==> config.mk <==
export PLATFORM = sky130hd
export DESIGN_NAME = cory_packn
export DESIGN_NICKNAME = d
export VERILOG_FILES = /design/src/rtl/cory_packn_pkg.sv /design/src/rtl/cory_packn_lane.sv /design/src/rtl/cory_packn.sv
export SDC_FILE = /design/constraint.sdc
export NUM_CORES = 1
export LEC_CHECK = 0
export ABC_CLOCK_PERIOD_IN_PS = 7350
export CORE_MARGIN = 1
export CORE_UTILIZATION = 40
export CTS_CLUSTER_SIZE = 20
export DETAILED_ROUTE_END_ITERATION = 10
export GPL_ROUTABILITY_DRIVEN = 0
export PLACE_DENSITY = 0.68
export SYNTH_ARGS = -nofsm -noshare
export SYNTH_HDL_FRONTEND = slang
export SYNTH_HIERARCHICAL = 1
export SYNTH_SLANG_ARGS = --single-unit
==> constraint.sdc <==
create_clock -name clk -period 7.35 [get_ports clk]
set_input_delay 1.1025 -clock clk [delete_from_list [all_inputs] [get_ports clk]]
set_output_delay 1.1025 -clock clk [all_outputs]
set_load 0.005 [all_outputs]
==> src/rtl/cory_packn_pkg.sv <==
// Shared constants and elaboration-time helpers for the N-lane packer.
package cory_packn_pkg;

   // Default geometry: four byte-wide lanes.
   localparam int DEF_CH = 4;
   localparam int DEF_W  = 8;

   // Width of a packed frame built from ch lanes of w bits each.
   function automatic int frame_width(input int ch, input int w);
      return ch * w;
   endfunction

   // Low bit index of lane k inside a packed vector of w-bit lanes.
   function automatic int lane_lo(input int k, input int w);
      return k * w;
   endfunction

endpackage

==> src/rtl/cory_packn_lane.sv <==
// One collect lane: accepts at most one beat per frame and holds it until the
// frame moves into the output register.
module cory_packn_lane
   import cory_packn_pkg::*;
#(
   parameter int W = DEF_W
) (
   input  logic         clk,
   input  logic         reset,
   input  logic         msk,    // lane is part of the frame being collected
   input  logic         full,   // every enabled lane of the frame has its beat
   input  logic         xfer,   // frame moves to the output register this cycle
   input  logic         valid,
   input  logic [W-1:0] data,
   output logic         ready,
   output logic         got,
   output logic [W-1:0] cap
);

   logic hs;

   // Ready depends only on registered state and the mask; it is held low during reset.
   assign ready = msk & ~got & ~full & ~reset;
   assign hs    = valid & ready;

   // Per-lane "beat captured" flag, cleared when the frame is transferred.
   always_ff @(posedge clk) begin
      // NOTE: state registers use non-blocking assignment so every flop samples
      // pre-edge values regardless of block evaluation order.
      if (reset) begin
         got <= 1'b0;
      end else if (xfer) begin
         got <= 1'b0;
      end else if (hs) begin
         got <= 1'b1;
      end
   end

   // Capture register loaded only on this lane's handshake.
   always_ff @(posedge clk) begin
      // NOTE: the data register has no reset; its content is only observed
      // through the mask, and disabled lanes are zero-forced downstream.
      if (hs) begin
         cap <= data;
      end
   end

endmodule

==> src/rtl/cory_packn.sv <==
// N-lane valid/ready packer: collects one beat from each enabled lane in any
// order, then moves the whole frame into a double-buffered output register.
module cory_packn
   import cory_packn_pkg::*;
#(
   parameter int CH = DEF_CH,
   parameter int W  = DEF_W
) (
   input  logic            clk,
   input  logic            reset,
   input  logic [CH-1:0]   i_en,
   input  logic [CH-1:0]   i_a_v,
   input  logic [CH*W-1:0] i_a_d,
   output logic [CH-1:0]   o_a_r,
   output logic            o_z_v,
   output logic [CH*W-1:0] o_z_d,
   output logic [CH-1:0]   o_z_m,
   input  logic            i_z_r
);

   localparam int Z = frame_width(CH, W);

   logic [CH-1:0]  got;
   logic [CH-1:0]  msk;
   logic [CH-1:0]  hs;
   logic [CH-1:0]  mask_q;
   logic [W-1:0]   cap [CH];
   logic [Z-1:0]   frame_d;
   logic           any_got;
   logic           full;
   logic           xfer;

   // Until the first beat of a frame lands, the live enable mask steers
   // readiness; afterwards the frozen mask does.
   assign any_got = |got;
   assign msk     = any_got ? mask_q : i_en;
   assign hs      = i_a_v & o_a_r;

   // Frame complete when a non-empty mask has all of its lanes captured.
   assign full = (|mask_q) & (&(got | ~mask_q));
   assign xfer = full & (~o_z_v | i_z_r);

   for (genvar k = 0; k < CH; k++) begin : g_lane
      cory_packn_lane #(
         .W (W)
      ) u_lane (
         .clk   (clk),
         .reset (reset),
         .msk   (msk[k]),
         .full  (full),
         .xfer  (xfer),
         .valid (i_a_v[k]),
         .data  (i_a_d[lane_lo(k, W) +: W]),
         .ready (o_a_r[k]),
         .got   (got[k]),
         .cap   (cap[k])
      );
   end

   // Assemble the outgoing frame, zero-filling lanes outside the frame mask.
   always_comb begin
      // NOTE: every combinational output gets a default first so no path
      // leaves it unassigned and no latch is inferred.
      frame_d = '0;
      for (int k = 0; k < CH; k++) begin
         if (mask_q[k]) begin
            frame_d[lane_lo(k, W) +: W] = cap[k];
         end
      end
   end

   // Freeze the enable mask on the first handshake of a frame.
   always_ff @(posedge clk) begin
      if (reset) begin
         mask_q <= '0;
      end else if (!any_got && (|hs)) begin
         mask_q <= i_en;
      end
   end

   // Output register: load on transfer, drop valid on a handshake with no refill.
   always_ff @(posedge clk) begin
      if (reset) begin
         o_z_v <= 1'b0;
         o_z_d <= '0;
         o_z_m <= '0;
      end else if (xfer) begin
         o_z_v <= 1'b1;
         o_z_d <= frame_d;
         o_z_m <= mask_q;
      end else if (o_z_v && i_z_r) begin
         o_z_v <= 1'b0;
      end
   end

endmodule

==> results.sh, run 1 <==
export IMPL_slowest_stage="or4_4"
export IMPL_grt_overflow=0
export IMPL_arrival_ps=2780
export IMPL_whs_endpoint="o_z_d[21]"
export IMPL_setup_worst_path_start_class="flop"
export IMPL_first_global_vias=2223
export IMPL_synthSimpleGateAreaFrac_pct=21.7
export IMPL_clkPwrFrac_pct=21.3
export IMPL_clockBufferDepth=2
export IMPL_setup_viol=0
export IMPL_ys_dominant_reg_cell="dfxtp_1"
export IMPL_yosys_area_top_type="edfxtp_1"
export IMPL_dieArea_mm2=0.00833
export IMPL_final_seq_area_mm2=0.00186
export IMPL_fin_cells=444
export IMPL_post_cts_buffers=0
export IMPL_sequentialPowerShare_pct=34.8
export IMPL_synth_area_mm2=0.00319
export IMPL_dr_pass1_iters=4
export IMPL_ys_types=33
export IMPL_slowest_delay_ps=560
export IMPL_path_class="flop to output port"
export IMPL_synth_warnings=6
export IMPL_cts_root_buf="clkbuf_8"
export IMPL_syn2layout_area_growth_pct=33.1
export IMPL_hold_buffers=0
export IMPL_yosysSeqAreaShare_pct=58.4
export IMPL_vias_per_cell=5.14
export IMPL_clkTransAtPathRegs_ps=80
export IMPL_synth_seq_cells=77
export IMPL_p_total_mw=1.67
export IMPL_cts_tree="built"
export IMPL_drt_initial_drc_count=65
export IMPL_die_x_um=91.3
export IMPL_synthAdderAreaFrac_pct=0
export IMPL_tightestPinTransition_ps=966
export IMPL_r2r_end="mask_q[3]"
export IMPL_place_hpwl_um=4590
export IMPL_antenna_found_initial=0
export IMPL_layout_nets=380
export IMPL_clock_sinks=77
export IMPL_netSwitchingFraction_pct=41.4
export IMPL_yosys_area_top_type_share_pct=30.1
export IMPL_setup_slack_ps=3470
export IMPL_r2r_slack_ps=4530
export IMPL_grt_pass1_wl_um=11200
export IMPL_synth_area_leaders="edfxtp_1 (30%), dfxtp_1 (28%), o21ai_2 (7.4%)"
export IMPL_r2r_start="mask_q[3]"
export IMPL_min_path_type="flop to flop"
export IMPL_p_per_area_mw_per_mm2=394
export IMPL_synthMuxAreaShare_pct=1.96
export IMPL_synth_compound_area_share_pct=12.8
export IMPL_synth_xor_area_share_pct=0
export IMPL_rsz0062_at_grt="no"
export IMPL_setup_tns_ps=0
export IMPL_n_fill_cell=672
export IMPL_core_mm2=0.00773
export IMPL_track_usage_pct=17.5
export IMPL_syn_inst=259
export IMPL_routed_wl_um=6910
export IMPL_grt_max_degree=54
export IMPL_async_flop_share_pct=0
export IMPL_synth_nets=302
export IMPL_endpoint_kind="output port"
export IMPL_num_antenna_cells=0
export IMPL_die_height_um=91.3
export IMPL_yosys_top_cells_count="dfxtp_1 (45), nand2b_1 (34), edfxtp_1 (32), nand4_1 (32), o21ai_2 (27)"
export IMPL_max_cap_violations=0
export IMPL_finalCritPeriodShare_pct=52.8
export IMPL_outcome="complete, no violations"
export IMPL_finalCriticalPeriod_ps=3880
export IMPL_p_leak_nw=1.39
export IMPL_wire_per_inst_um=15.6
export IMPL_holdPathStages=2
export IMPL_critPathMaxFanout=37
export IMPL_synth_avg_cell_area_um2=12.3
export IMPL_critical_path_cell_chain="or4_4 > o221a_4 > nand3_1 > inv_1 > nor4b_4 > clkdlybuf4s50_1"
export IMPL_dp_slack_ps=3590
export IMPL_multi_input_area_mm2=0.00116
export IMPL_post_cts_resized=0
export IMPL_hold_viol=0
export IMPL_io_pins=84
export IMPL_cts_max_level=3
export IMPL_finalMaxSlewViolations=0
export IMPL_rows=32
export IMPL_clock_fmax_mhz=258
export IMPL_p_sw_mw=0.693
export IMPL_min_from="o_z_d[21]"
export IMPL_synth_top_family_by_area="simple AND/OR/NAND/NOR gates"
export IMPL_worstSkewPairLatency_ps=360
export IMPL_ant_nets=0
export IMPL_dpl_cell_count=428
export IMPL_ff2ff_path_depth=9
export IMPL_synth_most_common_cell="dfxtp_1"
export IMPL_synth_edf_count=32
export IMPL_comb_power_share_pct=43.9
export IMPL_drive_gt1_share_pct=16.7
export IMPL_peakVddDrop_mv=0.263
export IMPL_fin_skew_ps=12.1
export IMPL_start_util_pct=41.3
export IMPL_critPathRequiredTime_ps=6250
export IMPL_drc=0
export IMPL_relSlewSlack_pct=35.6
export IMPL_cts_made_buffers=9
export IMPL_portBuffers=83
export IMPL_num_vias=2283
export IMPL_p_int_mw=0.981
## layer usage
metal	vias to the layer above	wire, µm	track usage, %
met3	10	319	3.18
met4	0	133	7.94
met5	-	0	0
met2	61	3330	27.9
li1	1113	-	-
met1	1099	3130	23.1
## critical path, delay by kind of cell, from the launching register on
family / cells / cell delay, ps
buf+inv: 2 / 750
simple gates: 3 / 1040
flops: 1 / 350
compound gates: 1 / 280
## sequential cells by signal, indices dropped and copies added (netlist names)
| register | flops |
|---|---|
| g_lane.u_lane/cap | 32 |
| g_lane.u_lane/got | 4 |
| mask_q | 4 |
| o_z_d | 32 |
| o_z_m | 4 |
| o_z_v | 1 |
## power groups by stage
stage               Combinational [mW]  Clock, mW  Sequential [mW]
floorplan                        0.639          0            0.581
CTS                              0.741      0.363            0.583
detailed placement               0.738          0            0.593
global route                     0.795      0.379            0.592
finish                           0.735      0.357            0.583
global placement                 0.729          0            0.589
## cell type report
type	instances	share of cell area, %
Clock buffer	10	3.01
Clock inverter	6	2.27
Inverter	7	0.619
Multi-Input combinational cell	157	27.4
Sequential cell	77	43.9
Tap cell	102	3.01
Timing Repair Buffer	85	19.8
## per-stage QoR
| step | util (%) | hold slack [ps] | area, µm² |
|---|---|---|---|
| final | 54.9 | 467 | 4240 |
| after floorplan | - | 448 | 3190 |
| after global routing | 54.9 | 490 | 4240 |
| after global placement | 52.0 | 455 | 4020 |
| after detailed placement | 52.0 | 459 | 4020 |
| after CTS | 54.9 | 472 | 4240 |
## worst max path at each step
| stage | startpoint | end | slack, ps |
|---|---|---|---|
| global placement | i_en[3] | o_a_r[3] | 3610 |
| global route | mask_q[0] | o_a_r[0] | 3370 |
| finish | mask_q[3] | o_a_r[3] | 3470 |
| detailed placement | i_en[2] | o_a_r[2] | 3590 |
| floorplan | mask_q[3] | o_a_r[2] | 4610 |
| CTS | mask_q[0] | o_a_r[2] | 3450 |
## cells by family (layout without fill, tap and decap cells)
logic type / count (synthesis) / count (layout)
AO/OA/AOI/OAI: 52 / 52
AND/OR/NAND/NOR: 99 / 99
buffers and inverters: 25 / 108
flip-flops: 77 / 77
multiplexers: 6 / 6
## layout by cell type (no fill, tap or decap)
cell and count:
a211oi_1 4, a21boi_2 1, a21oi_1 5, a22oi_1 2, and2_1 4, and3_1 1
buf_2 1, buf_4 2, bufinv_16 2, clkbuf_1 1, clkbuf_8 9, clkdlybuf4s50_1 82
clkinv_4 2, clkinvlp_4 1, dfxtp_1 45, edfxtp_1 32, inv_1 7, inv_8 1
mux2_2 2, mux2i_1 4, nand2_1 2, nand2b_1 34, nand3_1 6, nand3b_1 4
nand4_1 32, nor2_1 6, nor2_4 1, nor2b_1 2, nor4_4 1, nor4b_4 4
o21ai_0 8, o21ai_1 3, o21ai_2 27, o221a_4 1, o221ai_2 1, or2b_1 1
or4_4 1
(Power assumes the default switching activity.)
==> run 2: changes to the inputs <==
--- a/config.mk
+++ b/config.mk
@@ -5,7 +5,7 @@
 export SDC_FILE = /design/constraint.sdc
 export NUM_CORES = 1
 export LEC_CHECK = 0
-export ABC_CLOCK_PERIOD_IN_PS = 7350
+export ABC_CLOCK_PERIOD_IN_PS = 4000
 export CORE_MARGIN = 1
 export CORE_UTILIZATION = 40
 export CTS_CLUSTER_SIZE = 20
==> constraint.sdc (replaced) <==
create_clock -name clk -period 4 [get_ports clk]
set_input_delay 0.6 -clock clk [delete_from_list [all_inputs] [get_ports clk]]
set_output_delay 0.6 -clock clk [all_outputs]
set_load 0.005 [all_outputs]
==> run 2 against run 1 <==
  * Sequential share of layout area rose by 0.51 points
  * Critical endpoint unchanged
  * Global-route usage about the same
  * Largest power group unchanged
  * Cell count unchanged
  * Total power grew 75%
==> results.sh, run 2 (same netlist as run 1, synthesis figures left out) <==
export IMPL_routed_wl_met2_um=3060
export IMPL_slowest_stage="clkdlybuf4s50_1"
export IMPL_p_per_area_mw_per_mm2=698
export IMPL_vias_per_cell=5.01
export IMPL_min_path_type="flop to flop"
export IMPL_finalMaxSlewViolations=0
export IMPL_peakVddDrop_mv=0.444
export IMPL_finalCritPeriodShare_pct=83.2
export IMPL_cts_max_level=3
export IMPL_top_layer_used="met4"
export IMPL_antenna_found_initial=0
export IMPL_relSlewSlack_pct=34.8
export IMPL_tightestPinTransition_ps=978
export IMPL_path_class="flop to output port"
export IMPL_start_util_pct=41.3
export IMPL_cts_tree="built"
export IMPL_critical_path_cell_chain="or4_4 > o221a_4 > nand3_1 > inv_1 > nor4b_4 > clkdlybuf4s50_1"
export IMPL_ant_nets=0
export IMPL_setup_worst_path_start_class="flop"
export IMPL_slowest_delay_ps=550
export IMPL_final_common_cell="clkdlybuf4s50_1"
export IMPL_cts_made_buffers=9
export IMPL_n_fill_cell=669
export IMPL_num_vias=2225
export IMPL_clock_sinks=77
export IMPL_post_cts_buffers=0
export IMPL_m1WireLength_um=3270
export IMPL_clock_fmax_mhz=300
export IMPL_critPathRequiredTime_ps=3400
export IMPL_die_height_um=91.3
export IMPL_syn2layout_area_growth_pct=31.6
export IMPL_clockBufferDepth=2
export IMPL_endpoint_kind="output port"
export IMPL_place_hpwl_um=4590
export IMPL_dr_pass1_iters=4
export IMPL_dieArea_mm2=0.00833
export IMPL_routed_wl_um=6710
export IMPL_p_leak_nw=1.37
export IMPL_finalCriticalPeriod_ps=3330
export IMPL_p_total_mw=2.93
export IMPL_stdcell_area_mm2=0.00420
export IMPL_wire_per_inst_um=15.1
export IMPL_grt_pass1_wl_um=11200
export IMPL_clkTransAtPathRegs_ps=70
export IMPL_track_usage_pct=17.5
export IMPL_whs_ps=464
export IMPL_grt_max_degree=54
export IMPL_rsz0062_at_grt="no"
export IMPL_post_cts_resized=0
export IMPL_reg_largest_list="g_lane.u_lane/cap x32, o_z_d x32"
export IMPL_drc=0
export IMPL_layout_nets=380
export IMPL_first_global_vias=2208
export IMPL_outcome="complete, no violations"
export IMPL_dpl_cell_area_mm2=0.00402
export IMPL_hold_viol=0
export IMPL_drt_initial_drc_count=125
export IMPL_cts_root_buf="clkbuf_8"
export IMPL_io_pins=84
export IMPL_fin_skew_ps=11.7
export IMPL_rows=32
export IMPL_max_cap_violations=0
export IMPL_portBuffers=83
export IMPL_setup_viol=0
export IMPL_num_antenna_cells=0
export IMPL_setup_tns_ps=0
export IMPL_wl_met3_um=229
export IMPL_worstSkewPairLatency_ps=360
export IMPL_hold_buffers=0
export IMPL_arrival_ps=2730
export IMPL_die_x_um=91.3
export IMPL_final_cell_mix="clkdlybuf4s50_1 (82), dfxtp_1 (45), nand2b_1 (34), nand4_1 (32), edfxtp_1 (32)"
export IMPL_critPathMaxFanout=37
export IMPL_core_mm2=0.00773
export IMPL_grt_overflow=0
export IMPL_drive_gt1_share_pct=16.7
[run 2: power breakdown]
group	internal [mW]	switching, mW
clock network	0.242	0.282
registers	0.967	0.106
logic	0.478	0.853
[run 2: metrics by stage]
stage                     utilization (%)  instances  setup slack (ps)
after detailed placement             52.0        428              1040
after global placement               52.0        428              1090
after global routing                 54.3        444               547
after floorplan                         -        259              1580
after CTS                            54.3        444               653
final                                54.3        444               672
[run 2: worst paths after layout]
path	start	end	slack, ps	depth (start not counted)
hold reg to reg	o_z_d[21]	o_z_d[21]	460	2
setup reg to reg	mask_q[0]	mask_q[0]	1240	9
hold / removal	o_z_d[21]	o_z_d[21]	460	2
setup / recovery	mask_q[0]	o_a_r[3]	670	6
[run 2: layout make-up]
cell class	instances	area (µm²)	area share [%]
Sequential cell	77	1860	44.4
Multi-Input combinational cell	157	1160	27.7
Timing Repair Buffer	85	841	20.0
Clock buffer	11	141	3.37
Tap cell	102	128	3.04
Clock inverter	5	33.8	0.805
Inverter	7	26.3	0.626
[run 2: critical path: cells and delay by family, from the launching register on]
kind	cells	cell delay [ps]
AND/OR/NAND/NOR	3	1010
buffers and inverters	2	740
flip-flops	1	350
AO/OA/AOI/OAI	1	280
[run 2: routing by layer]
metal  global-route usage [%]  vias to the layer above
met3                     3.10                        8
met5                        0                        -
met2                     26.6                       54
met1                     24.2                     1044
met4                     8.33                        0
li1                         -                     1119
